<file path="src/rtl/seq_multiplier.sv">
// Radix-2 sequential shift-add multiplier: one multiplier bit per cycle, WIDTH cycles per product.
// Define SEQ_MULT_SIGNED_EN to add the tc port for two's-complement operands.
module seq_multiplier #(
    parameter int unsigned WIDTH = 16
) (
    input  logic                 clk,
    input  logic                 rst_n,
    input  logic                 start,
    input  logic [WIDTH-1:0]     a,
    input  logic [WIDTH-1:0]     b,
`ifdef SEQ_MULT_SIGNED_EN
    input  logic                 tc,
`endif
    output logic [2*WIDTH-1:0]   result,
    output logic                 busy,
    output logic                 done
);

    localparam int unsigned CntW = (WIDTH > 1) ? $clog2(WIDTH) : 1;

    typedef enum logic [1:0] {StIdle, StRun, StDone} state_e;

    state_e               state_q, state_d;
    logic [2*WIDTH-1:0]   mcand_q, mcand_d;
    logic [2*WIDTH-1:0]   acc_q, acc_d;
    logic [2*WIDTH-1:0]   result_q, result_d;
    logic [WIDTH-1:0]     mplier_q, mplier_d;
    logic [CntW-1:0]      cnt_q, cnt_d;
    logic                 tc_q, tc_d;
    logic                 tc_in;
    logic                 accept;
    logic                 last;

`ifdef SEQ_MULT_SIGNED_EN
    assign tc_in = tc;
`else
    assign tc_in = 1'b0;
`endif

    assign accept = (state_q != StRun) && start;
    assign last   = (state_q == StRun) && (cnt_q == CntW'(WIDTH - 1));

    always_ff @(posedge clk or negedge rst_n) begin
        if (!rst_n) begin
            state_q <= StIdle;
        end else begin
            state_q <= state_d;
        end
    end

    always_comb begin
        state_d = state_q;
        unique case (state_q)
            StIdle:  if (start) state_d = StRun;
            StRun:   if (last) state_d = StDone;
            StDone:  state_d = start ? StRun : StIdle;
            default: state_d = StIdle;
        endcase
    end

    always_comb begin
        busy   = (state_q == StRun);
        done   = (state_q == StDone);
        result = result_q;
    end

    always_comb begin
        mcand_d  = mcand_q;
        mplier_d = mplier_q;
        acc_d    = acc_q;
        cnt_d    = cnt_q;
        tc_d     = tc_q;
        result_d = result_q;
        if (accept) begin
            mcand_d  = tc_in ? {{WIDTH{a[WIDTH-1]}}, a} : {{WIDTH{1'b0}}, a};
            mplier_d = b;
            acc_d    = '0;
            cnt_d    = '0;
            tc_d     = tc_in;
        end else if (state_q == StRun) begin
            // In signed mode the multiplier MSB carries weight -2^(WIDTH-1), so it subtracts.
            if (mplier_q[0]) begin
                acc_d = (last && tc_q) ? (acc_q - mcand_q) : (acc_q + mcand_q);
            end
            mcand_d  = mcand_q << 1;
            mplier_d = mplier_q >> 1;
            cnt_d    = cnt_q + CntW'(1);
            if (last) begin
                result_d = acc_d;
            end
        end
    end

    always_ff @(posedge clk or negedge rst_n) begin
        if (!rst_n) begin
            mcand_q  <= '0;
            mplier_q <= '0;
            acc_q    <= '0;
            cnt_q    <= '0;
            tc_q     <= 1'b0;
            result_q <= '0;
        end else begin
            mcand_q  <= mcand_d;
            mplier_q <= mplier_d;
            acc_q    <= acc_d;
            cnt_q    <= cnt_d;
            tc_q     <= tc_d;
            result_q <= result_d;
        end
    end

endmodule

</file>
<file path="config.mk">
export PLATFORM = sky130hd
export DESIGN_NAME = seq_multiplier
export DESIGN_NICKNAME = d
export VERILOG_FILES = /design/src/rtl/seq_multiplier.sv
export SDC_FILE = /design/constraint.sdc
export NUM_CORES = 1
export LEC_CHECK = 0
export BUFFER_PORTS_ARGS = -buffer_cell sky130_fd_sc_hd__clkbuf_2
export CAP_MARGIN = 40
export CORE_UTILIZATION = 55
export CTS_BUF_LIST = sky130_fd_sc_hd__clkbuf_8
export CTS_CLUSTER_DIAMETER = 120
export DETAILED_ROUTE_END_ITERATION = 12
export GPL_TIMING_DRIVEN = 0
export PLACE_DENSITY_LB_ADDON = 0.15
export SYNTH_ARGS = -nofsm -noshare
export SYNTH_HDL_FRONTEND = slang
export SYNTH_SLANG_ARGS = --single-unit
export TNS_END_PERCENT = 100
</file>
<file path="constraint.sdc">
create_clock -name clk -period 2.7 [get_ports clk]
set_input_delay 0.54 -clock clk [delete_from_list [all_inputs] [get_ports clk]]
set_output_delay 0.54 -clock clk [all_outputs]
set_load 0.01 [all_outputs]
</file>
==> impl_results.md <==
* Run status: finished, violations left
* Violated checks: DRC, hold timing, setup timing
* Net count of the finished layout at 875
* Placed Instances at 914
* First-pass GRT wire length at 28.0 mm
* Kind of start point of the critical path: flop
* Total of flip-flops plus latches after synthesis at 118
* Achievable Freq at 359 MHz
* Crit-path slowest cell: sky130_fd_sc_hd__a2111oi_4
* Delay-heaviest family, CP: compound AO/OA/AOI/OAI gates
* Path type of the worst min-delay path: input port to async pin
* Area of the core at 11500 um^2
* Sinks on the clock net at 118
* Worst-path fanout max at 4
* Summed negative setup slack over all endpoints at -0.291 ns
* Remaining design rule violation count at 8
* Unrepaired setup endpoints after global routing: true
* Die extent in y at 111 um
* Hold WS at -0.00197 ns
* Drt via density at 5.98
* Final setup skew at 0.00953 ns
* Routed WL per cell at 18.5 um
* Cell-by-cell listing of the critical path: ha_4 -> nand3_4 -> a211oi_4 -> o21ai_2 -> a2111oi_4 -> o21ai_2 -> and4b_1 -> o31a_1 -> xnor2_1 -> o21ai_1
* Initial antenna violation count at 0
* Mapped cell area at 6570 um^2
* Clock period minus final worst setup slack at 2.79 ns
* Crit-path most repeated cell: sky130_fd_sc_hd__o21ai_2
* Sequential fraction of the synthesis area at 0.450
* Leakage component of the power at 3.81 nW
* IO buf count at 67
* Finished Core Util at 0.685
* Vias post-DR at 5732
* Delay contributed by the slowest stage of the critical path at 0.46 ns
* Worst endpoint required time at 3.02 ns
* Overflow left after global routing at 0
* Slew at the pin with the worst max-slew slack at 0.867 ns
* Layout cells sized above 1 at 0.195
* Placer Congestion at 0.981
* Starting utilization of the core area at 0.570
* Num ports at 69
* Routed Wire Length at 17.7 mm
* Synthesized netlist cell count at 702
* Final number of max-transition violations at 0
* Buf+Inv Stages, Crit Path at 0
* Highest-count cells in the layout ignoring fill and taps: 121 x sky130_fd_sc_hd__nand2_1, 118 x sky130_fd_sc_hd__dfrtp_1, 81 x sky130_fd_sc_hd__o21ai_0, 66 x sky130_fd_sc_hd__clkbuf_2, 54 x sky130_fd_sc_hd__mux2i_1
* Die extent in x at 111 um
* Clock root buffer master: sky130_fd_sc_hd__clkbuf_8
* Clock tree from TritonCTS: yes
* Final critical-path share of the clock period at 1.03
* Total of endpoints with negative setup slack in the final report at 6
* Post-detailed-placement half-perimeter wirelength at 12.3 mm
* Cts hold-fix bufs at 0
* Max IR drop VDD at 468 uV
* Max H-tree Level at 4
* Number of buffers added by the clock tree synthesis step at 17
* Total power consumption of the routed design at 9.55 mW
* Area of the die at 12400 um^2
* Min setup slack post-route at -0.0851 ns
* Number of iterations in the first detailed-routing pass at 12
* Number of global-route vias before repair at 5464
* Number of distinct standard cells referenced by the synthesized netlist at 48
* Syn nets at 770
* Overall track demand over capacity in global routing at 0.295
* Mean instance size in the synthesized netlist at 9.36 um^2
* Most common cell after layout, fill and taps aside: sky130_fd_sc_hd__nand2_1
* Number of DRC violations after detailed-routing iteration 0 at 384
* Worst slew margin relative to its limit at 0.422
* Crit end category: flop
* Critical path start-end classification: flop to flop
* Worst endpoint data arrival time at 3.10 ns
* Clock-pin slew on the worst setup and hold paths at 0.07 ns
* Synth Warn # at 0
* Power density relative to cell area at 1210 nW/um^2
* Largest buffer count on any clock path at 2
* Maximum number of pins on one net before global-route repair at 79
* Number of hold-slack violations in the final timing report at 4
* Antenna diodes at 0
* Number of standard-cell rows in the floorplan at 39
* Detail Route Antenna Nets at 0
* Layout overhead on the synthesized area at 20.1%
* # Max-Cap Violations at 0
* Non-Filler Instances at 959
* Pre-CTS setup slack at -0.543 ns
* Clock Latency Late Sink at 0.46 ns
## synth_stat cells, drive strengths merged
cell type	n	area, um^2
nand3	12	60.1
a211o	3	26.3
a21boi	1	7.51
a31o	2	17.5
and3	6	37.5
nor2b	4	25.0
a31oi	7	43.8
a21o	9	67.6
a311oi	1	8.76
nand3b	1	7.51
xor2	10	87.6
nand4	4	25.0
nor2	36	135
a22o	25	219
dfrtp	118	2950
a221oi	2	35.0
a21oi	46	230
fa	1	20.0
nor4	1	6.26
and2	1	6.26
nand2b	2	12.5
o31ai	2	15.0
o21bai	6	48.8
xnor2	20	175
buf	10	42.5
o22ai	4	25.0
nor3	7	35.0
nand2	123	462
clkbuf	30	113
or3	1	6.26
ha	32	400
inv	10	37.5
o211ai	4	30.0
a211oi	3	27.5
and4b	1	10.0
nand4b	1	8.76
clkinv	1	3.75
o31a	1	8.76
a2111oi	2	36.3
o21ai	93	473
mux2i	54	541
o21a	5	37.5
## layer usage
layer / wire length (um) / vias to the layer above / track usage
met2: 8280 / 190 / 0.460
li1: - / 2704 / -
met3: 840 / 35 / 0.0569
met4: 395 / 0 / 0.128
met5: 0 / - / 0
met1: 8200 / 2803 / 0.401
## report_power, final
group / total, mW / internal (mW) / switching (mW)
logic: 4.96 / 2.04 / 2.92
clock network: 1.56 / 0.856 / 0.701
registers: 3.03 / 2.47 / 0.560
total: 9.55 / 5.36 / 4.18
## layout make-up
| class | instances | area, um^2 |
|---|---|---|
| well taps | 143 | 179 |
| plain buffers | 38 | 148 |
| inverters | 11 | 41.3 |
| clock inverters | 8 | 86.3 |
| repair buffers | 88 | 529 |
| clock buffers | 20 | 275 |
| fillers | 941 | 3630 |
| multi-input cells | 533 | 3680 |
| flip-flops and latches | 118 | 2950 |
## stage by stage
step	area, um^2	hold WS (ns)
floorplan	6570	0.244
global placement	7080	0.461
detailed placement	7130	0.468
CTS	7670	0.000567
global route	7890	0.0156
finish	7890	-0.00197
## flip-flops by register name, summed over array words and instances, names as in the netlist
register	cells
acc_q	32
result	32
mcand_q	32
mplier_q	16
cnt_q	4
state_q	2
## path summary, 6_finish.rpt
kind | end | start | depth (start not counted) | slack, ns
worst max register to register | result[31] | acc_q[2] | 10 | -0.09
worst min register to register | result[7] | result[7] | 2 | 0.48
min in group clk | mcand_q[0] | a[0] | 3 | 0.34
max in group asynchronous | acc_q[31] | rst_n | 2 | 2.02
worst max-delay path | result[31] | acc_q[2] | 10 | -0.09
worst min-delay path | result[7] | rst_n | 1 | -0.002
## logic make-up (layout without fill, tap and decap cells)
| logic type | Yosys count | count (layout) | share of synthesized area |
|---|---|---|---|
| compound gates | 216 | 216 | 0.207 |
| simple gates | 200 | 200 | 0.127 |
| flops | 118 | 118 | 0.450 |
| mux | 54 | 54 | 0.0823 |
| buf+inv | 51 | 165 | 0.0299 |
| fa+ha+maj | 33 | 33 | 0.0640 |
| xor+xnor | 30 | 30 | 0.0400 |
## repair_timing
| item | CTS | global route |
|---|---|---|
| resized for setup | 21 | 33 |
| buffers inserted | 13 | 6 |
| setup endpoints to repair | 26 | 29 |
| pin swaps | 14 | 33 |
(Power assumes the default switching activity.)
